$ cat src/rtl/spi_slave_pkg.sv
// ============================================================================
//  Module   : spi_slave_pkg
//  Brief    : Shared constants and FSM encoding for the SPI responder.
//  Revision : 1.0 - initial release
// ============================================================================
`default_nettype none

package spi_slave_pkg;

    localparam int   SPI_WIDTH_DEFAULT = 13;
    localparam logic SPI_SCLK_IDLE     = 1'b0;
    localparam logic SPI_LOAD_IDLE     = 1'b1;
    localparam logic SPI_MOSI_IDLE     = 1'b0;
    localparam int   SPI_SYNC_DEPTH    = 2;

    typedef enum logic [0:0] {
        ST_IDLE  = 1'b0,
        ST_SHIFT = 1'b1
    } spi_state_e;

endpackage

`default_nettype wire

$ cat src/rtl/spi_slave_if.sv
// ============================================================================
//  Module   : spi_slave_if
//  Brief    : SPI pin bundle between master and responder.
//  Revision : 1.0 - initial release
// ============================================================================
`default_nettype none

interface spi_slave_if;
    logic sclk;
    logic mosi;
    logic load;
    logic miso;

    modport master (output sclk, output mosi, output load, input miso);
    modport slave  (input sclk, input mosi, input load, output miso);
endinterface

`default_nettype wire

$ cat src/rtl/spi_slave_sync2.sv
// ============================================================================
//  Module   : sync2
//  Brief    : Two-flop synchronizer, async active-low reset to RESET_VAL.
//  Revision : 1.0 - initial release
// ============================================================================
`default_nettype none

module sync2
    import spi_slave_pkg::*;
#(
    parameter logic RESET_VAL = 1'b0
) (
    input  wire logic clk,
    input  wire logic rst_n,
    input  wire logic i_d,
    output logic      o_q
);

    logic [SPI_SYNC_DEPTH-1:0] r_sync;

    always_ff @(posedge clk or negedge rst_n) begin
        if (!rst_n) begin
            r_sync <= {SPI_SYNC_DEPTH{RESET_VAL}};
        end else begin
            r_sync <= {r_sync[SPI_SYNC_DEPTH-2:0], i_d};
        end
    end

    assign o_q = r_sync[SPI_SYNC_DEPTH-1];

endmodule

`default_nettype wire

$ cat src/rtl/spi_slave.sv
// ============================================================================
//  Module   : spi_slave
//  Brief    : Mode-0 MSB-first SPI responder, oversampled in the clk domain.
//             Optional frame checking under SPI_SLAVE_FRAME_CHECK_EN.
//  Revision : 1.0 - initial release
// ============================================================================
`default_nettype none

module spi_slave
    import spi_slave_pkg::*;
#(
    parameter int WIDTH = SPI_WIDTH_DEFAULT
) (
    input  wire logic             clk,
    input  wire logic             rst_n,
    spi_slave_if.slave            spi,
    input  wire logic [WIDTH-1:0] tx_dat,
    output logic      [WIDTH-1:0] rx_dat,
    output logic                  rx_valid,
    output logic                  busy,
    output logic                  frame_err
);

    localparam int               CNT_W  = $clog2(WIDTH + 1);
    localparam logic [CNT_W-1:0] C_FULL = CNT_W'(WIDTH);

    logic w_sclk_s, w_mosi_s, w_load_s;
    logic r_sclk_d, r_load_d;

    sync2 #(.RESET_VAL(SPI_SCLK_IDLE)) u_sync_sclk (.clk(clk), .rst_n(rst_n), .i_d(spi.sclk), .o_q(w_sclk_s));
    sync2 #(.RESET_VAL(SPI_MOSI_IDLE)) u_sync_mosi (.clk(clk), .rst_n(rst_n), .i_d(spi.mosi), .o_q(w_mosi_s));
    sync2 #(.RESET_VAL(SPI_LOAD_IDLE)) u_sync_load (.clk(clk), .rst_n(rst_n), .i_d(spi.load), .o_q(w_load_s));

    always_ff @(posedge clk or negedge rst_n) begin
        if (!rst_n) begin
            r_sclk_d <= SPI_SCLK_IDLE;
            r_load_d <= SPI_LOAD_IDLE;
        end else begin
            r_sclk_d <= w_sclk_s;
            r_load_d <= w_load_s;
        end
    end

    logic w_sclk_rise, w_sclk_fall, w_load_rise, w_load_fall;
    assign w_sclk_rise =  w_sclk_s & ~r_sclk_d;
    assign w_sclk_fall = ~w_sclk_s &  r_sclk_d;
    assign w_load_rise =  w_load_s & ~r_load_d;
    assign w_load_fall = ~w_load_s &  r_load_d;

    spi_state_e       r_state,    w_state_nxt;
    logic [WIDTH-1:0] r_tx_sh,    w_tx_sh_nxt;
    logic [WIDTH-1:0] r_rx_sh,    w_rx_sh_nxt;
    logic [WIDTH-1:0] r_rx_dat,   w_rx_dat_nxt;
    logic [CNT_W-1:0] r_bit_cnt,  w_bit_cnt_nxt;
    logic             r_miso,     w_miso_nxt;
    logic             r_rx_valid, w_rx_valid_nxt;
`ifdef SPI_SLAVE_FRAME_CHECK_EN
    logic             r_ovr,      w_ovr_nxt;
    logic             r_err,      w_err_nxt;
`endif

    always_ff @(posedge clk or negedge rst_n) begin
        if (!rst_n) begin
            r_state    <= ST_IDLE;
            r_tx_sh    <= '0;
            r_rx_sh    <= '0;
            r_rx_dat   <= '0;
            r_bit_cnt  <= '0;
            r_miso     <= 1'b0;
            r_rx_valid <= 1'b0;
`ifdef SPI_SLAVE_FRAME_CHECK_EN
            r_ovr      <= 1'b0;
            r_err      <= 1'b0;
`endif
        end else begin
            r_state    <= w_state_nxt;
            r_tx_sh    <= w_tx_sh_nxt;
            r_rx_sh    <= w_rx_sh_nxt;
            r_rx_dat   <= w_rx_dat_nxt;
            r_bit_cnt  <= w_bit_cnt_nxt;
            r_miso     <= w_miso_nxt;
            r_rx_valid <= w_rx_valid_nxt;
`ifdef SPI_SLAVE_FRAME_CHECK_EN
            r_ovr      <= w_ovr_nxt;
            r_err      <= w_err_nxt;
`endif
        end
    end

    always_comb begin
        w_state_nxt    = r_state;
        w_tx_sh_nxt    = r_tx_sh;
        w_rx_sh_nxt    = r_rx_sh;
        w_rx_dat_nxt   = r_rx_dat;
        w_bit_cnt_nxt  = r_bit_cnt;
        w_miso_nxt     = r_miso;
        w_rx_valid_nxt = 1'b0;
`ifdef SPI_SLAVE_FRAME_CHECK_EN
        w_ovr_nxt      = r_ovr;
        w_err_nxt      = 1'b0;
`endif
        case (r_state)
            ST_IDLE: begin
                w_miso_nxt = 1'b0;
                if (w_load_fall) begin
                    w_tx_sh_nxt   = tx_dat;
                    w_miso_nxt    = tx_dat[WIDTH-1];
                    w_bit_cnt_nxt = '0;
`ifdef SPI_SLAVE_FRAME_CHECK_EN
                    w_ovr_nxt     = 1'b0;
`endif
                    w_state_nxt   = ST_SHIFT;
                end
            end
            ST_SHIFT: begin
                if (w_sclk_rise) begin
                    if (r_bit_cnt < C_FULL) begin
                        w_rx_sh_nxt   = {r_rx_sh[WIDTH-2:0], w_mosi_s};
                        w_bit_cnt_nxt = r_bit_cnt + 1'b1;
                    end
`ifdef SPI_SLAVE_FRAME_CHECK_EN
                    else begin
                        w_ovr_nxt = 1'b1;
                    end
`endif
                end
                if (w_sclk_fall && (r_bit_cnt < C_FULL)) begin
                    w_tx_sh_nxt = {r_tx_sh[WIDTH-2:0], 1'b0};
                    w_miso_nxt  = r_tx_sh[WIDTH-2];
                end
                // End-of-frame decision sees any sclk edge from this same cycle
                if (w_load_rise) begin
                    w_state_nxt = ST_IDLE;
                    w_miso_nxt  = 1'b0;
`ifdef SPI_SLAVE_FRAME_CHECK_EN
                    if ((w_bit_cnt_nxt == C_FULL) && !w_ovr_nxt) begin
                        w_rx_dat_nxt   = w_rx_sh_nxt;
                        w_rx_valid_nxt = 1'b1;
                    end else begin
                        w_err_nxt = 1'b1;
                    end
`else
                    if (w_bit_cnt_nxt == C_FULL) begin
                        w_rx_dat_nxt   = w_rx_sh_nxt;
                        w_rx_valid_nxt = 1'b1;
                    end
`endif
                end
            end
            default: w_state_nxt = ST_IDLE;
        endcase
    end

    assign spi.miso = r_miso;
    assign rx_dat   = r_rx_dat;
    assign rx_valid = r_rx_valid;
    assign busy     = (r_state == ST_SHIFT);
`ifdef SPI_SLAVE_FRAME_CHECK_EN
    assign frame_err = r_err;
`else
    assign frame_err = 1'b0;
`endif

endmodule

`default_nettype wire

$ cat src/flat_wrapper.sv
// flat-port wrapper written by rule: the top's interface ports become plain ports
module spi_slave_flat import spi_slave_pkg::*;
#(
    parameter int WIDTH = SPI_WIDTH_DEFAULT
)
  (clk, rst_n, tx_dat, rx_dat, rx_valid, busy, frame_err, spi_sclk, spi_mosi, spi_load, spi_miso);
  spi_slave_if spi_i ();
  input  wire logic clk;
  input  wire logic rst_n;
  input  wire logic [WIDTH-1:0] tx_dat;
  output logic      [WIDTH-1:0] rx_dat;
  output logic rx_valid;
  output logic busy;
  output logic frame_err;
  input wire logic [$bits(spi_i.sclk)-1:0] spi_sclk;
  input wire logic [$bits(spi_i.mosi)-1:0] spi_mosi;
  input wire logic [$bits(spi_i.load)-1:0] spi_load;
  output wire logic [$bits(spi_i.miso)-1:0] spi_miso;
  assign spi_i.sclk = spi_sclk;
  assign spi_i.mosi = spi_mosi;
  assign spi_i.load = spi_load;
  assign spi_miso = spi_i.miso;
  spi_slave #(.WIDTH(WIDTH)) u_core (.clk(clk), .rst_n(rst_n), .spi(spi_i), .tx_dat(tx_dat), .rx_dat(rx_dat), .rx_valid(rx_valid), .busy(busy), .frame_err(frame_err));
endmodule
$ cat config.mk
export PLATFORM = sky130hd
export DESIGN_NAME = spi_slave_flat
export DESIGN_NICKNAME = d
export VERILOG_FILES = /design/src/rtl/spi_slave_pkg.sv /design/src/rtl/spi_slave_if.sv /design/src/rtl/spi_slave_sync2.sv /design/src/rtl/spi_slave.sv /design/src/flat_wrapper.sv
export SDC_FILE = /design/constraint.sdc
export NUM_CORES = 1
export LEC_CHECK = 0
export BUFFER_PORTS_ARGS = -buffer_cell sky130_fd_sc_hd__buf_2
export CORE_UTILIZATION = 32
export CTS_CLUSTER_SIZE = 28
export DETAILED_ROUTE_END_ITERATION = 7
export SYNTH_ARGS = -nofsm -noshare
export SYNTH_HDL_FRONTEND = slang
export SYNTH_SLANG_ARGS = --single-unit
$ cat constraint.sdc
create_clock -name clk -period 2.7 [get_ports clk]
set_clock_uncertainty 0.05 [all_clocks]
set_input_delay 0 -clock clk [delete_from_list [all_inputs] [get_ports clk]]
set_output_delay 0 -clock clk [all_outputs]
set_load 0.01 [all_outputs]
; After elaboration in Yosys (flattened, before gate mapping)
; Cells that the tools add are included.
[totals]
out_inout_bits = 17
input_bits = 18
register_bits = 53
word_cells = 50
[op_classes]
n_addsub = 1
n_bitwise = 9
eq_ne = 4
mux = 20
n_lt_le_gt_ge = 1
n_reduce_logical = 3
[ops]
columns = cell, count
row1 = 13-bit 2-to-1 mux, 2
row2 = 12-bit 2-to-1 mux, 2
row3 = 12-bit one-hot mux with 2 select lines, 1
row4 = 4-bit 2-to-1 mux, 4
row5 = 1-bit 2-to-1 mux, 8
row6 = 4-bit one-hot mux with 2 select lines, 1
row7 = 1-bit inverter, 5
row8 = "4-bit by 1-bit adder with 4-bit output, second input constant", 1
row9 = 1-bit bitwise AND, 4
row10 = "4-bit equality test, second input constant", 1
row11 = "4-bit less-than comparator, second input constant", 1
row12 = 1-bit one-hot mux with 2 select lines, 2
row13 = "3-bit by 2-bit != test with 1-bit output, second input constant", 1
row14 = 3-bit AND reduction, 1
row15 = "2-bit by 1-bit != test with 1-bit output, second input constant", 1
row16 = "2-bit != test, second input constant", 1
row17 = 2-bit AND reduction, 1
row18 = 1-bit logical AND, 1

; Logic depth before layout (Yosys ltp)
; Gate-level depths: netlist of the first run.
[logic_depth]
depth_word = 8
depth_mapped = 9
mapped_depth_nobuf = 7

; By module
; From an unflattened synthesis of the first run, not the netlist that was laid out.
[unflattened]
hier_cells = 178
hier_area_um2 = 2343.5
[by_module_without_submodules]
columns = module, area_per_inst_um2, instances, seq_area_each_um2, cells_each
row1 = spi_slave, 2190.9, 1, 1177.4, 172
row2 = sync2 (u_core.u_sync_mosi ...), 50.0, 2, 50.0, 2
row3 = sync2 (u_core.u_sync_load), 52.6, 1, 52.6, 2

; Worst setup path after synthesis of the first run
; No wires, ideal clock.
[synth_path]
kind = reg-to-reg
startpoint = register u_core.r_bit_cnt[0]
endpoint = register u_core.r_rx_dat[0] (netlist: u_core.rx_dat[0])
path_stages_with_launch = 10
setup_ns = 0.125
setup_slack_ns = 0.350
t_arrival_ns = 2.175
period_less_slack_ns = 2.350
path_buffers = 2
required_ns = 2.525
path_cell_list = dfrtp_1 > inv_1 > ha_1 > nand3b_2 > a21oi_1 > a32oi_1 > or4b_1 > buf_2 > buf_6 > mux2_4
[synth_between]
elab_chain_cells = 6
word_cells_on_any_way = 9
classes_between = add/sub: 1 / order compare: 1 / eq/ne: 1 / mux: 5 / reduce/logical: 1
[synth_lines]
columns = item, line_no
row1 = from (decl), spi_slave.sv:54  ; logic [CNT_W-1:0] r_bit_cnt, w_bit_cnt_nxt;
row2 = from (signal assigned), spi_slave.sv:80  ; r_bit_cnt <= w_bit_cnt_nxt;
row3 = 4-bit by 1-bit adder with 4-bit output / 4-bit less-than comparator (equally long branches), "spi_slave.sv:119, spi_slave.sv:117"
row4 = 4-bit 2-to-1 mux, spi_slave.sv:117  ; if (r_bit_cnt < C_FULL) begin
row5 = 4-bit 2-to-1 mux, spi_slave.sv:116  ; if (w_sclk_rise) begin
row6 = 4-bit 2-to-1 mux, spi_slave.sv:102  ; case (r_state)
row7 = 4-bit equality test, spi_slave.sv:143  ; if (w_bit_cnt_nxt == C_FULL) begin
row8 = 3-bit AND reduction (no line), n/a
row9 = to (signal assigned), spi_slave.sv:79  ; r_rx_dat <= w_rx_dat_nxt;
row10 = to (decl), spi_slave.sv:53  ; logic [WIDTH-1:0] r_rx_dat, w_rx_dat_nxt;
; Parallel ways exist; a longest one is shown, timed or not. The select of a mux whose other input is x is not followed.
; A chain may end at the register's enable or synchronous reset.

; Worst setup path after layout of the first run
[layout_path]
startpoint = register u_core.r_bit_cnt[0]
endpoint = register u_core.r_rx_dat[3] (netlist: u_core.rx_dat[3])
; The elaborated chain is that of the path after synthesis.

==> flow_summary.json, run 1 <==
{
  "power_density_nw_per_um2": 657,
  "dieArea_um2": 7640,
  "dr_wl_met3_um": 130,
  "clockPowerShare_pct": 24.5,
  "intPower_mw": 1.37,
  "top_layer": "met4",
  "insertion_delay_ps": 300,
  "mostFrequentLayoutCell": "dfrtp_1",
  "seq_area_frac_synth_pct": 57.0,
  "fin_nets": 250,
  "setup_viol": 0,
  "crit_path_start_kind": "register",
  "fillers": 684,
  "register_area_um2": 1330,
  "antenna_found_initial": 0,
  "fmaxAchievable_mhz": 411,
  "peakVddDrop_mv": 0.249,
  "cap_violations": 0,
  "dp.cells": 302,
  "rsz0062_at_grt": "no",
  "p_seq_share_pct": 55.7,
  "drive_above_1_share_pct": 39.0,
  "r2r_end": "u_core.rx_dat[3]",
  "grt.total_usage_pct": 12.1,
  "max-slew-margin-rel_pct": 52.5,
  "io_buffers": 33,
  "initial_utilization_pct": 33.8,
  "crit_chain": "inv_1, ha_1, nand3b_2, a21oi_1, a32oi_1, or4b_1, buf_4, mux2_4",
  "grt_max_degree": 33,
  "crit_path_max_fanout": 14,
  "layout-area-overhead-vs-synth_pct": 23.4,
  "fin_crit_sh_pct": 90.0,
  "drtIter0Drc": 87,
  "cts_tree": "built",
  "drc": 0,
  "power_switching_uw": 526,
  "h-tree-depth": 2,
  "tightest_slew_ps": 710,
  "leakage_nw": 1.47,
  "status": "complete, no violations",
  "routed-via-count": 1435,
  "synth_cells": 178,
  "dp_hpwl_um": 2720,
  "critPathMaxStageDelay_ps": 500,
  "via_per_inst": 4.39,
  "synth_nets": 198,
  "wl_um": 4120,
  "tns_ps": 0,
  "critPathKind": "reg2reg",
  "reg2regPathDepth": 8,
  "cp_slowest_cell": "or4b_1",
  "rrSetupSlack_ps": 270,
  "final_cell_mix": "50 x dfrtp_1, 33 x buf_2, 30 x mux2_2",
  "clock_sinks": 53,
  "finish.utilization_pct": 41.7,
  "clk_root_buffer_cell": "clkbuf_8",
  "die_y_um": 87.4,
  "multi_input_area_um2": 938,
  "required_ps": 2830,
  "ys_ff_latch": 53,
  "fin_crit_ps": 2430,
  "synth_enable_flop_cells": 0,
  "wl_met1_um": 2010,
  "core_area_um2": 6910,
  "first_pass_iters": 4,
  "cts_inserted_buffers": 5,
  "n_antenna_cell": 0,
  "yosysWarnings": 0,
  "first_global_vias": 1454,
  "final_hold_viol_count": 0,
  "ys.flop_type": "dfrtp_1",
  "hold_path_class": "in2async",
  "clockBufferDepth": 2,
  "cts_setup_buffers": 0,
  "wire_per_inst_um": 12.6,
  "syn_avg_cell_area_um2": 13.1,
  "dieWidth_um": 87.4,
  "syn-cell-area_um2": 2330,
  "stdcell_count": 327,
  "cp_data_arrival_time_ps": 2560,
  "r2r_start": "u_core.r_bit_cnt[0]",
  "ios": 35,
  "slew_violations": 0,
  "gp_congestion": 0.871,
  "drtAntennaViolNets": 0,
  "combPwrFrac_pct": 19.9,
  "swShare_pct": 27.8,
  "num_rows": 30,
  "ys_async_sr_fraction_pct": 100,
  "ys_types": 29,
  "end_kind": "register",
  "grt_pass1_wl_um": 7070,
  "clk_pin_slew_ps": 110,
  "wl_met2_um": 1940,
  "cts_resized": 0,
  "gr-total-overflow": 0
}
synthesized netlist by cell type, drive strengths merged (2+ instances only):
| cell type | number | area [um^2] |
|---|---|---|
| mux2i | 14 | 140 |
| inv | 5 | 18.8 |
| mux2 | 39 | 473 |
| dfrtp | 50 | 1250 |
| o21ai | 15 | 75.1 |
| a21oi | 2 | 10.0 |
| nand3 | 3 | 15.0 |
| clkbuf | 5 | 18.8 |
| buf | 4 | 27.5 |
| dfstp | 3 | 78.8 |
| nand3b | 3 | 26.3 |
| nand2b | 2 | 12.5 |
| ha | 2 | 25.0 |
| nor2 | 4 | 15.0 |
| nand2 | 18 | 67.6 |
how the worst max path moves through the flow:
| stage | startpoint | end | slack (ps) |
|---|---|---|---|
| 2_1_floorplan | u_core.r_bit_cnt[0] | u_core.rx_dat[0] | 350 |
| 3_3_place_gp | u_core.r_bit_cnt[0] | u_core.rx_dat[5] | 350 |
| 3_5_place_dp | u_core.r_bit_cnt[0] | u_core.rx_dat[4] | 280 |
| 4_1_cts | u_core.r_bit_cnt[0] | u_core.rx_dat[3] | 270 |
| 5_1_grt | u_core.r_bit_cnt[0] | u_core.rx_dat[2] | 130 |
| 6_report | u_core.r_bit_cnt[0] | u_core.rx_dat[3] | 270 |
power groups by stage:
stage          Clock (mW)  Sequential (mW)  Combinational (mW)
4_1_cts             0.478             1.05               0.381
3_3_place_gp            0             1.06               0.355
5_1_grt             0.506             1.08               0.427
2_1_floorplan           0             1.04               0.281
6_report            0.463             1.05               0.376
3_5_place_dp            0             1.07               0.361
flip-flops by register name, summed over array words and instances (netlist names):
signal / count
u_core.u_sync_sclk.r_sync: 2
u_core.rx_valid: 1
u_core.u_sync_load.r_sync: 2
u_core.busy: 1
u_core.r_load_d: 1
u_core.r_rx_sh: 13
u_core.r_sclk_d: 1
u_core.spi.miso: 1
u_core.rx_dat: 13
u_core.r_tx_sh: 12
u_core.u_sync_mosi.r_sync: 2
u_core.r_bit_cnt: 4
cells by family after synthesis:
| kind of cell | share of synthesized area (%) |
|---|---|
| other cells | 0.161 |
| compound gates | 5.58 |
| flops | 57.0 |
| fa+ha+maj | 1.07 |
| buf+inv | 2.79 |
| mux | 26.3 |
| simple gates | 7.13 |
what timing repair did:
action	4_1_cts	5_1_grt
setup endpoints to repair	0	0
hold buffers	17	0
hold endpoints to repair	37	0
through the flow:
| step | setup WS [ps] | power, mW | instance area (um^2) | hold slack (ps) |
|---|---|---|---|---|
| finish | 269 | 1.89 | 2880 | 130 |
| global route | 134 | 2.01 | 2880 | 195 |
| CTS | 269 | 1.91 | 2880 | 148 |
| detailed placement | 280 | 1.43 | 2620 | -52.1 |
| global placement | 354 | 1.42 | 2620 | -60.7 |
| floorplan | 350 | 1.32 | 2330 | -346 |
worst max-delay path, delay by kind of cell (launching register included):
kind | cells | cell delay (ps)
AO/OA/AOI/OAI | 2 | 220
adder cells (fa/ha/maj) | 1 | 210
buffers and inverters | 2 | 300
flip-flops | 1 | 460
multiplexers | 1 | 310
AND/OR/NAND/NOR | 2 | 750
cell type report:
| cell class | instances | share of cell area (%) |
|---|---|---|
| timing repair buffer | 54 | 13.1 |
| clock buffer | 7 | 3.00 |
| clock inverter | 1 | 0.261 |
| inverter | 5 | 0.652 |
| multi-input combinational | 111 | 32.6 |
| tap | 96 | 4.17 |
| sequential | 53 | 46.2 |
metal layers:
layer | track usage, % | vias to the layer above
met5 | 0 | -
met4 | 4.02 | 0
met3 | 3.03 | 4
met2 | 18.8 | 16
met1 | 16.4 | 695
li1 | - | 720
Power figures use the tool's default switching activity.
==> run 2, diff against run 1 <==
CORE_ASPECT_RATIO = 2   (was unset)
==> run 2 against run 1 <==
Global-route usage increased by 0.45 points; non-clock buffer count unchanged; final cell count decreased by 1.8%.
==> flow_summary.json, run 2 (synthesis results as in run 1) <==
{
  "status": "complete, no violations",
  "slew_violations": 0,
  "setup_viol": 0,
  "initial_utilization_pct": 33.4,
  "r2r_start": "u_core.r_bit_cnt[0]",
  "first_global_vias": 1558,
  "reg2regPathDepth": 8,
  "rrSetupSlack_ps": 280,
  "first_pass_iters": 4,
  "fin_crit_sh_pct": 89.8,
  "max-slew-margin-rel_pct": 53.4,
  "gp_congestion": 0.758,
  "peakVddDrop_mv": 0.625,
  "clockBufferDepth": 2,
  "ios": 35,
  "tightest_slew_ps": 697,
  "fin_nets": 250,
  "cp_slowest_cell": "or4b_1",
  "final_cell_mix": "50 x dfrtp_1, 33 x buf_2, 30 x mux2_2",
  "die_y_um": 123,
  "drive_above_1_share_pct": 39.4,
  "cap_violations": 0,
  "finish.utilization_pct": 41.6,
  "final_area_um2": 2910,
  "stdcell_count": 321,
  "fin_crit_ps": 2420,
  "critPathMaxStageDelay_ps": 500,
  "num_rows": 43,
  "crit_path_start_kind": "register",
  "cts_setup_buffers": 0,
  "grt.total_usage_pct": 12.5,
  "dieArea_um2": 7660,
  "wire_per_inst_um": 12.8,
  "antenna_found_initial": 0,
  "final_hold_viol_count": 0,
  "insertion_delay_ps": 290,
  "grt_max_degree": 28,
  "drtIter0Drc": 13,
  "cts_inserted_buffers": 5,
  "core_area_um2": 6990,
  "placed_area_um2": 2590,
  "grt_pass1_wl_um": 7310,
  "cts_tree": "built",
  "crit_path_max_fanout": 14,
  "mostFrequentLayoutCell": "dfrtp_1",
  "leakage_nw": 1.49,
  "tns_ps": 0,
  "io_buffers": 33,
  "gr-total-overflow": 0,
  "finalPower_mw": 2.05,
  "routed-via-count": 1476,
  "cp_top_family": "simple AND/OR/NAND/NOR gates",
  "r2r_end": "u_core.rx_dat[0]",
  "dieWidth_um": 62.4,
  "fmaxAchievable_mhz": 413,
  "power_density_nw_per_um2": 706,
  "hold_path_class": "in2async",
  "rsz0062_at_grt": "no",
  "required_ps": 2820,
  "end_kind": "register",
  "n_antenna_cell": 0,
  "clk_pin_slew_ps": 70,
  "dp_hpwl_um": 2810,
  "crit_chain": "inv_1, ha_1, nand3b_2, a21oi_1, a32oi_1, or4b_1, buf_4, mux2_4",
  "h-tree-depth": 2,
  "clock_sinks": 53,
  "layout-area-overhead-vs-synth_pct": 24.6,
  "critPathKind": "reg2reg",
  "drc": 0,
  "cp_num_buf_inv": 2,
  "wl_um": 4120,
  "drtAntennaViolNets": 0,
  "dp.cells": 296,
  "cp_data_arrival_time_ps": 2550,
  "via_per_inst": 4.60,
  "clk_root_buffer_cell": "clkbuf_16"
}
[run 2: changes by cell type in the layout (fill, tap and decap cells not counted), sizes merged]
cell    change
clkbuf      -2
clkinv      +2
[run 2: metrics by stage]
| step | hold WS (ps) | setup WS [ps] |
|---|---|---|
| floorplan | -346 | 350 |
| global placement | 2.09 | 342 |
| detailed placement | 3.58 | 291 |
| CTS | 218 | 270 |
| global route | 263 | 144 |
| finish | 193 | 276 |
[run 2: worst max path at each step]
| stage | from | to | slack (ps) | cells after the start |
|---|---|---|---|---|
| 6_report | u_core.r_bit_cnt[0] | u_core.rx_dat[0] | 280 | 8 |
| 3_5_place_dp | u_core.r_bit_cnt[0] | u_core.rx_dat[8] | 290 | 8 |
| 2_1_floorplan | u_core.r_bit_cnt[0] | u_core.rx_dat[0] | 350 | 9 |
| 4_1_cts | u_core.r_bit_cnt[0] | u_core.rx_dat[0] | 270 | 8 |
| 3_3_place_gp | u_core.r_bit_cnt[0] | u_core.rx_dat[7] | 340 | 8 |
| 5_1_grt | u_core.r_bit_cnt[0] | u_core.rx_dat[4] | 140 | 8 |
[run 2: metal layers]
layer  GRT usage [%]  vias up  share of wire (%)
met2            22.9       37                 54
li1                -      723                  -
met1            13.0      709                 41
met4            6.98        0                2.6
met5               0        -                  0
met3            3.07        7                3.2
[run 2: timing repair]
item	4_1_cts	5_1_grt
hold buffers	17	0
hold endpoints to repair	42	0
resized for setup	0	0
[run 2: final cells by class]
class                   count  area (um^2)
fillers                   675         4090
flip-flops and latches     53         1330
multi-input cells         111          938
repair buffers             54          365
clock buffers               5          125
well taps                  90          113
inverters                   5         18.8
clock inverters             3         17.5
[run 2: where the power goes]
| group | total (mW) | switching (mW) | internal, mW |
|---|---|---|---|
| sequential | 1.06 | 0.120 | 0.939 |
| combinational | 0.372 | 0.156 | 0.215 |
| clock | 0.621 | 0.280 | 0.340 |
==> run 3, diff against run 2 <==
CORE_ASPECT_RATIO = 1.4   (was 2)
==> run 3 against run 2 <==
Critical path depth did not move; power fell by 3.7%; largest power group unchanged; count of clock-buffer cells in the layout grew 2; register-to-register slack is essentially flat; wire length shrank 4.4%; global-route usage fell by 0.54 points; maximum frequency decreased by 0.21%; sequential power about the same; non-clock buffer count stayed put; first-iteration DRC count rose to 3.5 times the previous value; cell area fell by 0.69%.
==> flow_summary.json, run 3 (synthesis results as in run 1) <==
{
  "status": "complete, no violations",
  "clk_root_buffer_cell": "clkbuf_8",
  "critPathKind": "reg2reg",
  "tightest_slew_ps": 673,
  "h-tree-depth": 2,
  "end_kind": "register",
  "cap_violations": 0,
  "num_rows": 36,
  "die_y_um": 103,
  "clock_sinks": 53,
  "drive_above_1_share_pct": 39.0,
  "wl_met1_um": 1740,
  "cp_data_arrival_time_ps": 2570,
  "first_pass_iters": 4,
  "grt_pass1_wl_um": 6890,
  "fin_crit_sh_pct": 90.0,
  "fmaxAchievable_mhz": 412,
  "peakVddDrop_mv": 0.315,
  "drtAntennaViolNets": 0,
  "cts_inserted_buffers": 5,
  "leakage_nw": 1.48,
  "crit_chain": "inv_1, ha_1, nand3b_2, a21oi_1, a32oi_1, or4b_1, buf_4, mux2_4",
  "io_buffers": 33,
  "clk_pin_slew_ps": 90,
  "cts_resized": 0,
  "via_per_inst": 4.43,
  "grt.total_usage_pct": 12.0,
  "setup_viol": 0,
  "cp_top_family": "simple AND/OR/NAND/NOR gates",
  "crit_path_max_fanout": 14,
  "wl_met2_um": 2000,
  "slew_violations": 0,
  "cts_tree": "built",
  "dr_wl_met3_um": 125,
  "wire_per_inst_um": 12.1,
  "drc": 0,
  "dieArea_um2": 7640,
  "fin_crit_ps": 2430,
  "core_area_um2": 7030,
  "clockBufferDepth": 2,
  "mostFrequentLayoutCell": "dfrtp_1",
  "n_antenna_cell": 0,
  "hold_path_class": "in2async",
  "dieWidth_um": 74.2,
  "crit_path_start_kind": "register",
  "power_density_nw_per_um2": 684,
  "ios": 35,
  "fin_nets": 250,
  "gr-total-overflow": 0,
  "tns_ps": 0,
  "wl_um": 3940,
  "finalPower_mw": 1.98,
  "final_cell_mix": "50 x dfrtp_1, 33 x buf_2, 30 x mux2_2",
  "max-slew-margin-rel_pct": 55.0,
  "first_global_vias": 1517,
  "insertion_delay_ps": 300,
  "rsz0062_at_grt": "no",
  "layout-area-overhead-vs-synth_pct": 23.8,
  "final_hold_viol_count": 0,
  "initial_utilization_pct": 33.2,
  "dp_hpwl_um": 2540,
  "required_ps": 2840,
  "routed-via-count": 1445,
  "cp_slowest_cell": "or4b_1",
  "grt_max_degree": 32,
  "drtIter0Drc": 46,
  "gp_congestion": 0.873,
  "cp_num_buf_inv": 2,
  "antenna_found_initial": 0,
  "top_layer": "met4",
  "critPathMaxStageDelay_ps": 500
}
==> run 3: final cells by class <==
type                    count  area, um^2
fillers                   701        4140
flip-flops and latches     53        1330
multi-input cells         111         938
repair buffers             54         365
well taps                  95         119
clock buffers               7        86.3
clock inverters             1        30.0
inverters                   5        18.8
==> run 3: path summary, 6_finish.rpt <==
kind	from	to	slack, ps	cells after the start
min in group clk	spi_sclk	u_core.u_sync_sclk.r_sync[0]	280	2
max in group asynchronous	rst_n	u_core.r_load_d	1630	3
setup / recovery	u_core.r_bit_cnt[0]	u_core.rx_dat[8]	270	8
hold reg to reg	u_core.u_sync_sclk.r_sync[0]	u_core.u_sync_sclk.r_sync[1]	310	0
hold / removal	rst_n	u_core.u_sync_sclk.r_sync[0]	150	2
setup reg to reg	u_core.r_bit_cnt[0]	u_core.rx_dat[8]	270	8
==> run 3: layer usage <==
layer	global-route usage, %	vias to the layer above
met5	0	-
met2	21.6	29
met4	5.03	0
li1	-	717
met3	3.03	4
met1	13.1	695
==> run 3: through the flow <==
stage	instance area (um^2)	hold slack (ps)	worst slack [ps]	std cells	utilization [%]
after CTS	2890	159	254	326	41.1
after detailed placement	2600	-40.4	289	301	37.0
after floorplan	2330	-346	350	178	-
after global placement	2600	-41.6	367	301	37.0
final	2890	146	271	326	41.1
after global routing	2890	196	82.2	326	41.1
==> run 3: power by group <==
part	switching [mW]	internal, mW	total [mW]
registers	0.114	0.938	1.05
clock network	0.248	0.302	0.550
logic	0.156	0.216	0.372
==> run 3: timing repair <==
item / CTS / global route
hold buffers: 17 / 0
buffers inserted: 0 / 0
endpoints found under the hold margin: 38 / 0
